==> src/rtl/uart_tx_fifo.sv <==
// uart_tx_fifo
//   Byte FIFO in front of the UART transmit engine. The CPU write port pushes
//   bytes back-to-back; a small drain FSM hands them to the TX engine one at a
//   time with a load/ready handshake, so software never polls tx_rdy per byte.
//
// Ports
//   i_clock         system clock
//   i_reset         synchronous, active-high reset
//   i_wr_en         push i_wr_data this cycle
//   i_wr_data       byte to transmit
//   i_clr_ovf       clears the sticky overflow flag
//   i_tx_rdy        TX engine idle (high = can accept a load)
//   o_tx_load       one-cycle load pulse to the TX engine
//   o_tx_load_data  byte presented with o_tx_load, held until the next load
//   o_full          occupancy == DEPTH
//   o_empty         occupancy == 0
//   o_count         occupancy, 0..DEPTH
//   o_ovf           sticky: a push was dropped because the FIFO was full
module uart_tx_fifo #(
   parameter int DEPTH = 16,
   parameter int AW    = 4
) (
   input  logic          i_clock,
   input  logic          i_reset,
   input  logic          i_wr_en,
   input  logic [7:0]    i_wr_data,
   input  logic          i_clr_ovf,
   input  logic          i_tx_rdy,
   output logic          o_tx_load,
   output logic [7:0]    o_tx_load_data,
   output logic          o_full,
   output logic          o_empty,
   output logic [AW:0]   o_count,
   output logic          o_ovf
);

   localparam logic [AW:0] LP_DEPTH = (AW+1)'(DEPTH);

   typedef enum logic [1:0] {S_IDLE, S_LOAD, S_WAIT_BUSY, S_WAIT_RDY} state_t;

   state_t         r_state, w_state_nxt;
   logic [7:0]     r_mem [DEPTH];
   logic [AW-1:0]  r_wr_ptr, r_rd_ptr;
   logic [AW:0]    r_count, w_count_nxt;
   logic           r_full, r_empty, r_ovf;
   logic [7:0]     r_tx_data;
   logic           w_pop, w_push;

   // A pop frees a slot in the same cycle, so a full FIFO still takes a push
   // when the drain side is popping.
   assign w_pop  = (r_state == S_IDLE) && !r_empty && i_tx_rdy;
   assign w_push = i_wr_en && (!r_full || w_pop);

   always_comb begin
      w_count_nxt = r_count;
      if (w_push && !w_pop)      w_count_nxt = r_count + (AW+1)'(1);
      else if (w_pop && !w_push) w_count_nxt = r_count - (AW+1)'(1);
   end

   // Storage array carries no reset; only pointers and flags define validity.
   always_ff @(posedge i_clock) begin
      if (w_push) r_mem[r_wr_ptr] <= i_wr_data;
   end

   always_ff @(posedge i_clock) begin
      if (i_reset) begin
         r_wr_ptr  <= '0;
         r_rd_ptr  <= '0;
         r_count   <= '0;
         r_full    <= 1'b0;
         r_empty   <= 1'b1;
         r_ovf     <= 1'b0;
         r_tx_data <= 8'h00;
         r_state   <= S_IDLE;
      end else begin
         r_state <= w_state_nxt;
         r_count <= w_count_nxt;
         r_full  <= (w_count_nxt == LP_DEPTH);
         r_empty <= (w_count_nxt == '0);
         if (w_push) r_wr_ptr <= r_wr_ptr + AW'(1);
         if (w_pop) begin
            r_rd_ptr  <= r_rd_ptr + AW'(1);
            r_tx_data <= r_mem[r_rd_ptr];
         end
         // A dropped push wins over a simultaneous clear.
         if (i_wr_en && r_full && !w_pop) r_ovf <= 1'b1;
         else if (i_clr_ovf)              r_ovf <= 1'b0;
      end
   end

   // Drain FSM: LOAD lasts one cycle, then track the engine's ready going
   // low (frame accepted) and high again (frame done) before the next pop.
   always_comb begin
      w_state_nxt = r_state;
      o_tx_load   = 1'b0;
      case (r_state)
         S_IDLE:      if (w_pop) w_state_nxt = S_LOAD;
         S_LOAD: begin
            o_tx_load   = 1'b1;
            w_state_nxt = S_WAIT_BUSY;
         end
         S_WAIT_BUSY: if (!i_tx_rdy) w_state_nxt = S_WAIT_RDY;
         S_WAIT_RDY:  if (i_tx_rdy)  w_state_nxt = S_IDLE;
         default:     w_state_nxt = S_IDLE;
      endcase
   end

   assign o_tx_load_data = r_tx_data;
   assign o_full         = r_full;
   assign o_empty        = r_empty;
   assign o_count        = r_count;
   assign o_ovf          = r_ovf;

endmodule

==> config.mk <==
export PLATFORM = sky130hd
export DESIGN_NAME = uart_tx_fifo
export DESIGN_NICKNAME = d
export VERILOG_FILES = /design/src/rtl/uart_tx_fifo.sv
export SDC_FILE = /design/constraint.sdc
export NUM_CORES = 1
export LEC_CHECK = 0
export BUFFER_PORTS_ARGS = -buffer_cell sky130_fd_sc_hd__buf_2
export CAP_MARGIN = 20
export CORE_MARGIN = 1.5
export CORE_UTILIZATION = 60
export DETAILED_ROUTE_END_ITERATION = 12
export PLACE_DENSITY_LB_ADDON = 0.25
export SYNTH_ARGS = -nofsm -noshare
export SYNTH_HDL_FRONTEND = slang
export SYNTH_SLANG_ARGS = --single-unit
==> constraint.sdc <==
create_clock -name i_clock -period 6.85 [get_ports i_clock]
set_clock_uncertainty 0.15 [all_clocks]
set_input_delay 0.3425 -clock i_clock [delete_from_list [all_inputs] [get_ports i_clock]]
set_output_delay 0.3425 -clock i_clock [all_outputs]
set_load 0.1 [all_outputs]
-- Word level (Yosys, flattened, before mapping)
Memory sizes are Yosys's and may differ from the RTL's. A register that Yosys moved wholly into a read port is not among the register bits.
Cells that the tools add are included.
- register bits after elaboration: 18
- RAM bits: 128
- word-level logic and storage cells: 46
- memories: 1
- add/sub/neg operators: 4
- equal/unequal tests: 7
- mux-type cells: 11
- reduce and logical (&&, ||, !) cells: 16
- memory list (memory ; words ; width ; read ports ; clocked after Yosys merged registers in ; wr ports ; RTL line ; RTL):
    r_mem ; 16 ; 8 ; 1 ; 1 ; 1 ; 42 ; logic [7:0] r_mem [DEPTH];
- operators by type and width (cell ; count):
    two-way mux 5 bit ; 2
    adder 4 x 1 -> 4 bit (second input constant) ; 2
    case mux 2 bit (4 select lines) ; 1
    logical AND 1 bit ; 7
    two-way mux 2 bit ; 3
    != test 2 bit (second input constant) ; 3
    adder 5 x 1 -> 5 bit (second input constant) ; 1
    equality test 5 bit (second input constant) ; 1
    zero test 5 bit ; 1
    two-way mux 1 bit ; 5
    subtractor 5 x 1 -> 5 bit (second input constant) ; 1
    equality test 2 bit (second input constant) ; 2
    zero test 1 bit ; 4
    AND reduction 3 bit ; 1
    equality test 2 x 1 -> 1 bit (second input constant) ; 1
    zero test 2 bit ; 1
    nonzero test 2 bit ; 1
    logical OR 1 bit ; 1

-- Depth between registers and ports, before layout
Gate-level depths: netlist of run 1.
- depth in word-level cells: 10
- gate-level depth with buffers: 8

-- Worst setup path before layout of run 1
OpenSTA, ideal clock, no wires.
- path kind: reg2reg
- from: register r_empty, in the netlist o_empty
- to: memory r_mem[3][0] (enable)
- arrival: 2216 ps
- path slack: 4100 ps
- cell stages (with the launch flop): 6
- buffers on the path: 1
- clock period less this slack: 2750 ps
- path through: dfxtp_1 -> nand3b_1 -> buf_2 -> a21oi_2 -> nand2_1 -> nor3_1
- cells in the longest elaborated chain, start to end: 7
- ends and longest elaborated chain (what ; RTL line ; RTL):
    start, declared ; 45 ; logic r_full, r_empty, r_ovf;
    start signal, assigned ; 79 ; r_empty <= (w_count_nxt == '0);
    zero test 1 bit ; 51 ; assign w_pop = (r_state == S_IDLE) && !r_empty && i_tx_rdy;
    logical AND 1 bit (2 in series) ; 51 ;
    logical OR 1 bit ; 52 ; assign w_push = i_wr_en && (!r_full || w_pop);
    logical AND 1 bit ; 52 ;
    two-way mux 1 bit ; 62 ; if (w_push) r_mem[r_wr_ptr] <= i_wr_data;
    two-way mux 1 bit (not written as such) ; 62 ;
    end, declared ; 42 ;
Every way passes these cells.

-- Final worst setup path of run 1
- from: register r_state[0]
- to: memory r_mem[9][7] (enable)
- cells in the longest elaborated chain, start to end: 7
- ends and longest elaborated chain (what ; RTL line ; RTL):
    start, declared ; 41 ; state_t r_state, w_state_nxt;
    start signal, assigned ; 76 ; r_state <= w_state_nxt;
    zero test 2 bit ; 51 ;
    logical AND 1 bit (2 in series) ; 51 ;
    logical OR 1 bit ; 52 ;
    logical AND 1 bit ; 52 ;
    two-way mux 1 bit ; 62 ;
    two-way mux 1 bit (not written as such) ; 62 ;
Every way passes these cells.

==> impl_summary.md, run 1 <==
Outcome
The run finished with clean final reports.

Worst hold path
The worst hold path was traced through 3 stages. The tightest min-delay check is of the input port to flip-flop type. The startpoint of the worst hold path is i_wr_en. For hold timing, the worst endpoint is o_ovf$_SDFFE_PP0P_.

Clock tree
The total CTS buffers is 17. Clock latency on the worst-skew pair, taken at its later pin, is around 0.53 ns. CTS placed an instance of clkbuf_8 at the clock tree root. The number of buffers inserted for hold repair after clock tree synthesis is 1. Gates resized during post-CTS repair numbered 0.

For this design, the sink count on the clock tree is about 150. The clock tree from TritonCTS is built. Post-CTS timing repair inserted 0 buffers for setup. Clock-pin slew was measured on the worst setup and hold paths at around 0.060 ns.

In this run the deepest clock path goes through 2 buffers. The clock tree synthesis step divided the H-tree into 4 levels.

Drt
The iteration count of the initial detailed-routing pass is 5. Detailed routing inserted a total of 3352 vias. Dividing the detail-routed via count by the number of cells gives between 6 and 7.

The number of violations reported at the end of detailed-routing iteration 0 is between 200 and 300. The number of remaining DRC errors is 0. In the final routed layout, each cell accounts on average for around 22 um.

Detailed routing placed a total of between 700 and 800 um of wire on met3. The met1 wire length is roughly 5.4 mm. The total detailed-routing wirelength is approximately 12 mm. The length of routed met2 wiring is 5.77 mm. Once detail routing completed, the nets flagged for antenna violations numbered 0.

The detailed router used layers up to and including met4.

Setup path
The worst setup path is captured at a flip-flop. The required time of the critical path is ~6.9 ns. Counting cells, the worst reg-to-reg path comes to 6. The flop-to-flop setup slack is ~3.5 ns.

The worst setup path is of the flip-flop to flip-flop kind. Along the worst path, the maximum fanout reaches 20. The arrival time of data at the critical path endpoint is 3.35 ns. The startpoint identified for the worst register-to-register timing path is r_state[0]$_SDFFE_PP0P_.

The worst setup path is launched from a flip-flop. Tracing the worst setup path back leads to its startpoint at r_state[0]$_SDFFE_PP0P_. In this run the critical register-to-register path is captured at r_mem[9][7]$_DFFE_PP_.

STA
After layout, the minimum clock period comes to about 3.3 ns. The hold violation total from the final report is 0. The number of max-slew violations in the final report was 0. The number of setup violations in the final report is 0.

Summed over all failing endpoints, the final setup total negative slack is 0 ns. Of the available clock period, the critical path in the final layout requires between 40 and 50%. The slew at the pin with the worst max-slew slack is 0.840 ns.

The highest clock frequency the design can meet is 299 MHz. Setup slack on the critical path of the routed design comes to between 3 and 4 ns. Measured against its own limit, the worst slew margin works out to 43.8%. Setup repair after global routing left no endpoint under its margin.

Final layout
The finished layout holds between 500 and 600 standard cells, fillers aside. Relative to the synthesized area, the layout overhead comes to 12.9%. The layout net count is 422. The post-route netlist has between 20% and 30% of its cells at a drive strength greater than 1. The number of diodes added for antenna fixing is 0.

Placed design
At the end of routability-driven placement, the weighted congestion stood at ~0.88. The post-DP HPWL is 7.50 mm. Port buffering added 29 buffers. The pre-CTS setup slack is roughly 3.3 ns. The cell total after placement is ~510.

Logic synthesis
The multiplexer share of the synthesized area is ~13%. The sequential area share after synthesis is between 70% and 80%. The most area-hungry cell type in the Yosys netlist is edfxtp_1. The synthesized netlist devotes 2.43% of its cell area to adder and majority cells. The proportion of register bits with asynchronous set or reset after synthesis is 0%.

The most numerous cell in the Yosys netlist is edfxtp_1. The count of cell types in the netlist is 39. After synthesis, the most frequently instantiated cells are edfxtp_1, nor2_1, dfxtp_1. The area fraction of the dominant cell type after synthesis is about 62%.

The post-synthesis compound-gate area fraction is slightly above 5%. Of the total synthesized cell area, the portion taken by AND, OR, NAND and NOR gates is 5.92%. For this run, the number of Yosys warnings is 0. The count of mapped cells out of synthesis is 361.

The synthesized netlist occupies a cell area of ~6200 um^2. The post-synthesis area per instance is approximately 17 um^2. By area the synthesized netlist is led by edfxtp_1, dfxtp_1, mux4_2, mux4_1, nor2_1. The share of the synthesized netlist area taken by xor and xnor gates is between 1 and 1.5%. By area, the combinational part of the netlist is dominated by multiplexers. The number of flops mapped to enable cells by yosys is approximately 130.

The dominant register cell in the synthesized netlist is edfxtp_1. The number of nets handed over by synthesis was around 390. The count of state elements after synthesis is 154.

Global routing
The initial antenna violation count is 0. Global routing finished with a remaining overflow of 0. The via count of the first global-routing pass is approximately 3300. The global-route wire length before repair is between 15 and 20 mm. In the global route stage, overall resource usage came out at ~24%. The maximum number of pins on one net before global-route repair is 36.

Job
Across the run, the number of max-cap violations was 0.

Die
The die is about 100 um tall. The placeable core area is around 9900 um^2. The number of placed I/O pins is 30. The initial utilization of the core area, before any placement, comes to approximately 62%. The horizontal extent of the die is roughly 100 um.

The floorplan has 36 rows. The full die area is about 11000 um^2.

Pwr
VDD sags by at most ~0.00023 V. In this run the power density over the cells is roughly 350 nW/um^2. The leakage dissipation is 0.00239 uW.
## logic make-up after synthesis
| group | after synthesis |
|---|---|
| XOR/XNOR | 9 |
| multiplexers | 34 |
| AO/OA/AOI/OAI | 48 |
| flip-flops | 154 |
| buffers and inverters | 27 |
| adder cells (fa/ha/maj) | 12 |
| AND/OR/NAND/NOR | 77 |
## layout by cell type (no fill, tap or decap), types with 5 or more instances in the layout
cell type | synthesis | routed
a21oi_1 | 20 | 20
a22oi_1 | 16 | 16
buf_2 | 6 | 32
clkbuf_16 | 0 | 17
dfxtp_1 | 26 | 25
edfxtp_1 | 128 | 128
ha_1 | 12 | 12
inv_1 | 8 | 8
inv_4 | 0 | 5
mux4_1 | 9 | 9
mux4_2 | 23 | 23
nand2_1 | 10 | 10
nor2_1 | 42 | 42
nor3_1 | 8 | 8
xor2_1 | 6 | 6
## registers in the layout (all words and copies together) (netlist names), 2 cells and up
signal	count
r_rd_ptr	4
r_mem	128
o_tx_load_data	8
r_state	2
o_count	5
r_wr_ptr	4
## power breakdown
part           total (uW)  leakage, uW  switching, uW  internal [uW]
registers            1080      0.00137           30.4           1050
logic                 513     0.000743            351            163
clock network         848     0.000276            357            492
## per-layer routing
| layer | global-route usage (%) | vias to the layer above |
|---|---|---|
| met5 | 0 | - |
| li1 | - | 1496 |
| met1 | 33.9 | 1705 |
| met3 | 5.30 | 27 |
| met2 | 36.0 | 124 |
| met4 | 11.7 | 0 |
## worst max-delay path: stages (launching register included)
cell,delay (ns)
dfxtp_1,0.33
inv_1,0.12
ha_1,0.25
nand3b_1,0.56
a21oi_2,0.62
nand2_1,0.24
nor2_1,0.69
## stage by stage
step | hold slack, ns | power (uW) | utilization (%) | instance area, um^2
2_1_floorplan | 0.291 | 1530 | - | 6190
5_1_grt | 0.0484 | 2530 | 70.5 | 6980
4_1_cts | 0.0213 | 2460 | 70.3 | 6960
3_5_place_dp | 0.343 | 1610 | 64.7 | 6410
6_report | 0.0437 | 2450 | 70.5 | 6980
3_3_place_gp | 0.309 | 1600 | 64.7 | 6410
## final cells by class
type / count / area [um^2]
flip-flops and latches: 154 / 4370
inverters: 8 / 30.0
well taps: 133 / 166
repair buffers: 36 / 193
multi-input cells: 180 / 1690
fillers: 648 / 2930
clock buffers: 24 / 484
clock inverters: 8 / 57.6
## how the worst max path moves through the flow
| stage | endpoint | slack [ns] | cells after the start |
|---|---|---|---|
| 5_1_grt | r_mem[4][2]$_DFFE_PP_ | 3.27 | 6 |
| 4_1_cts | r_mem[1][7]$_DFFE_PP_ | 3.23 | 6 |
| 3_3_place_gp | r_mem[1][2]$_DFFE_PP_ | 3.57 | 6 |
| 2_1_floorplan | r_mem[3][0]$_DFFE_PP_ | 4.10 | 5 |
| 3_5_place_dp | r_mem[1][7]$_DFFE_PP_ | 3.27 | 6 |
| 6_report | r_mem[9][7]$_DFFE_PP_ | 3.50 | 6 |
Power figures use the tool's default switching activity.
==> inputs of run 2 (changes only) <==
--- a/config.mk
+++ b/config.mk
@@ -5,6 +5,7 @@
 export SDC_FILE = /design/constraint.sdc
 export NUM_CORES = 1
 export LEC_CHECK = 0
+export ABC_AREA = 1
 export BUFFER_PORTS_ARGS = -buffer_cell sky130_fd_sc_hd__buf_2
 export CAP_MARGIN = 20
 export CORE_MARGIN = 1.5
==> constraint.sdc (replaced) <==
create_clock -name i_clock -period 3.5 [get_ports i_clock]
set_clock_uncertainty 0.15 [all_clocks]
set_input_delay 0.175 -clock i_clock [delete_from_list [all_inputs] [get_ports i_clock]]
set_output_delay 0.175 -clock i_clock [all_outputs]
set_load 0.1 [all_outputs]
==> impl_summary.md, run 2 <==
Outcome
Outcome: complete, no violations (unchanged).

Clock tree
The total CTS buffers was 17 (unchanged). The post-CTS setup-driven buffer insertion count is 0 (unchanged). The clock transition at the registers of the reported paths came to 0.06 ns (about the same).

The number of H-tree branching levels is 4 (unchanged). The total number of clock tree sinks is 154 (unchanged). The clock tree from TritonCTS is built (unchanged). The cell at the root of the clock tree is clkbuf_8 (unchanged). The number of buffers inserted for hold repair after clock tree synthesis is 13 (was 1).

The number of gates resized after CTS is 0 (unchanged). The clock latency on the worst-skew pair is 0.54 ns (was 0.53 ns). The buffer levels on the longest clock path was 2 (unchanged).

Logic synthesis
The proportion of register bits with asynchronous set or reset after synthesis came to 0% (unchanged). The most area-hungry cell type in the Yosys netlist is edfxtp_1 (unchanged). The post-synthesis area per instance is 10.6 um^2 (was 17.1 um^2). The number of synthesis warnings is 0 (unchanged). The post-synth net total is 646 (was 386).

The count of cell types in the netlist is 31 (was 39). The count of state elements after synthesis is 154 (unchanged). The sequential area share after synthesis came to 66.0% (was 70.5%). The post-synthesis cell area is 6610 um^2 (was 6190 um^2).

The dominant register cell in the synthesized netlist is edfxtp_1 (unchanged). The count of mapped cells out of synthesis is 621 (was 361). List of most frequent post-synthesis cells: edfxtp_1, nor2_1, nand2_1 (was edfxtp_1, nor2_1, dfxtp_1). The most numerous cell in the Yosys netlist is edfxtp_1 (unchanged). The number of flops mapped to enable cells by yosys is 128 (unchanged). Top post-synthesis cells by area: edfxtp_1, dfxtp_1, nor2_1, nand2_1, nand3_1 (was edfxtp_1, dfxtp_1, mux4_2, mux4_1, nor2_1). The area fraction of the dominant cell type after synthesis is 58.1% (was 62.1%).

Final layout
Most frequent cells in the layout: edfxtp_1, nor2_1, nand2_1 (was edfxtp_1, nor2_1, buf_2). The cell area after layout is 7470 um^2 (was 6980 um^2). The area growth from synthesis to layout came to 13.0% (was 12.9%). The number of diodes added for antenna fixing was 0 (unchanged). The flip-flop count of the largest register, all copies and words added came to 128 (unchanged). The final instance count without filler cells is 808 (was 543). The ratio of cells with drive above 1 in the final layout is 11.7% (was 22.7%). The layout net count is 680 (was 422). The most common cell after layout, fill and taps aside is edfxtp_1 (unchanged). The largest register by flop count is r_mem (unchanged).

Drt
The number of violations reported at the end of detailed-routing iteration 0 was 516 (was 269). The post-detailed-route count of antenna-violating nets is 0 (unchanged). The post-detailed-route wirelength per cell is 18.1 um (was 22.5 um).

The routed via count is 4681 (was 3352). The via density per instance is 5.79 (was 6.17). The total detailed-routing wirelength is 14.6 mm (was 12.2 mm). The met1 wire length came to 6.04 mm (was 5.36 mm). The number of remaining DRC errors is 0 (unchanged). The length of routed met2 wiring came to 6.92 mm (was 5.77 mm). The total met3 wirelength after detailed routing is 1.29 mm (was 710 um).

The highest layer used for signal routing is met4 (unchanged). The iteration count of the initial detailed-routing pass is 5 (unchanged).

Global routing
The global-route wire length before repair was 23.0 mm (was 18.9 mm). The via count of the first global-routing pass is 4466 (was 3299). The initial antenna violation count is 0 (unchanged).

The maximum number of pins on one net before global-route repair is 81 (was 36). The total global-route track usage is 27.2% (was 24.0%). The global route total overflow is 0 (unchanged).

STA
The highest clock frequency the design can meet was 372 MHz (was 299 MHz). The remaining max-slew budget at the tightest pin is 37.5% (was 43.8%). The portion of the clock cycle consumed by the worst path in the final layout came to 76.8% (was 48.9%). The hold violation total from the final report is 0 (unchanged). The number of setup violations in the final report is 0 (unchanged). The number of max-slew violations in the final report is 0 (unchanged). Unrepaired setup endpoints after global routing: false (unchanged).

The post-route setup TNS is 0 ns (unchanged). The final period demand of the worst path is 2.69 ns (was 3.35 ns). The slew at the pin with the worst max-slew slack came to 0.937 ns (was 0.840 ns).

Worst hold path
The type of the worst min-delay path was flip-flop to flip-flop (was input port to flip-flop). The startpoint of the worst hold path is r_wr_ptr[2]$_SDFFE_PP0P_ (was i_wr_en). The hold path depth is 2 (was 3). The end point of the most critical hold path is r_wr_ptr[3]$_SDFFE_PP0P_ (was o_ovf$_SDFFE_PP0P_).

Setup path
The critical path startpoint category is a flip-flop (unchanged). The depth of the worst register-to-register path is 8 (was 6). The startpoint of the worst register-to-register path is r_state[0]$_SDFFE_PP0P_ (unchanged). The type of the setup path with the least slack was flip-flop to flip-flop (unchanged).

CP Cell Sequence: inv_1 -> ha_1 -> nand2_2 -> nor2_8 -> o21ai_2 -> inv_2 -> nand2_1 -> nor2_1 (was inv_1 -> ha_1 -> nand3b_1 -> a21oi_2 -> nand2_1 -> nor2_1). The largest driver fanout on the critical path is 25 (was 20). The flop-to-flop setup slack came to 0.81 ns (was 3.50 ns). The arrival time of data at the critical path endpoint is 2.71 ns (was 3.35 ns). The endpoint of the most critical register-to-register path is r_mem[5][6]$_DFFE_PP_ (was r_mem[9][7]$_DFFE_PP_). The cell with the largest stage delay on the worst path is nor2_1 (unchanged). The required time of the critical path came to 3.52 ns (was 6.86 ns). The kind of end point of the critical path is a flip-flop (unchanged). The delay contributed by the slowest stage of the critical path was 0.58 ns (was 0.69 ns).

Placed design
The post-DP HPWL came to 9.30 mm (was 7.50 mm). The cell area after placement is 6780 um^2 (was 6410 um^2). The routability congestion estimate from global placement is 0.939 (was 0.879). The cell total after placement is 763 (was 506). The number of port buffers is 29 (unchanged).

Pwr
The overall power after layout was 5090 uW (was 2450 uW). The total power divided by cell area is 681 nW/um^2 (was 350 nW/um^2). The worst voltage drop across the vdd grid is 0.000632 V (was 0.000235 V). The leakage dissipation is 0.00285 uW (was 0.00239 uW).

Die
The number of placement rows is 38 (was 36). The number of placed I/O pins was 30 (unchanged). The placeable core area is 10800 um^2 (was 9910 um^2). The starting density of the core is 61.3% (was 62.4%).

The height of the die came to 108 um (was 105 um). The full die area is 11700 um^2 (was 10900 um^2). The horizontal extent of the die is 108 um (was 105 um).

Job
The max-capacitance violation count came to 0 (unchanged).
run 2: changes by cell type after synthesis, moves of 9 or more:
cell / before / now
nand3_1: 0 / 67
o211ai_1: 0 / 14
o21ai_0: 2 / 43
nand2_1: 10 / 90
nor2_1: 42 / 121
mux4_1: 9 / 0
a22oi_1: 16 / 0
inv_1: 8 / 41
mux4_2: 23 / 0
run 2: layout make-up:
| cell class | count | area, um^2 |
|---|---|---|
| sequential | 154 | 4370 |
| multi-input combinational | 391 | 1900 |
| clock buffer | 17 | 414 |
| timing repair buffer | 43 | 283 |
| clock inverter | 15 | 151 |
| tap | 140 | 175 |
| inverter | 48 | 180 |
| fill | 773 | 3320 |
run 2: kinds of logic after synthesis:
group                    after synthesis  share of synthesized area [%]
AND/OR/NAND/NOR                      297                           19.5
flip-flops                           154                           66.0
adder cells (fa/ha/maj)               12                           2.27
AO/OA/AOI/OAI                         79                           6.60
buffers and inverters                 76                           5.22
XOR/XNOR                               3                          0.397
run 2: metal layers:
layer  up-vias  GRT usage, %
met5         -             0
met4         0          11.3
met3        43          6.15
met2       249          41.9
met1      2207          37.9
li1       2182             -
run 2: worst max path at each step:
stage,start,end,depth (start not counted)
2_1_floorplan,o_count[0]$_SDFF_PP0_,o_empty$_SDFF_PP1_,9
3_3_place_gp,r_state[0]$_SDFFE_PP0P_,r_mem[13][6]$_DFFE_PP_,8
3_5_place_dp,r_state[1]$_SDFFE_PP0P_,r_mem[5][2]$_DFFE_PP_,8
4_1_cts,r_state[1]$_SDFFE_PP0P_,r_mem[5][6]$_DFFE_PP_,8
5_1_grt,r_state[0]$_SDFFE_PP0P_,r_mem[13][6]$_DFFE_PP_,8
6_report,r_state[0]$_SDFFE_PP0P_,r_mem[5][6]$_DFFE_PP_,8
run 2: report_power, final:
| group | internal (uW) | total [uW] | switching [uW] |
|---|---|---|---|
| logic | 293 | 1200 | 908 |
| registers | 2080 | 2160 | 77.5 |
| clock network | 1010 | 1730 | 720 |
| total | 3380 | 5090 | 1710 |
run 2: worst max-delay path: cells and delay by family (launching register included):
| family | cells | cell delay [ns] |
|---|---|---|
| AOI/OAI and AO/OA | 1 | 0.14 |
| and+or+nand+nor | 4 | 1.21 |
| buffers and inverters | 2 | 0.24 |
| DFF | 1 | 0.33 |
| adders and majority gates | 1 | 0.24 |
run 2: stage by stage:
step / util, % / hold WS [ns] / setup slack, ns
2_1_floorplan: - / 0.124 / 1.27
3_3_place_gp: 62.8 / 0.274 / 0.989
3_5_place_dp: 62.8 / 0.292 / 0.861
6_report: 69.2 / 0.384 / 0.811
5_1_grt: 69.2 / 0.409 / 0.622
4_1_cts: 69.2 / 0.378 / 0.859
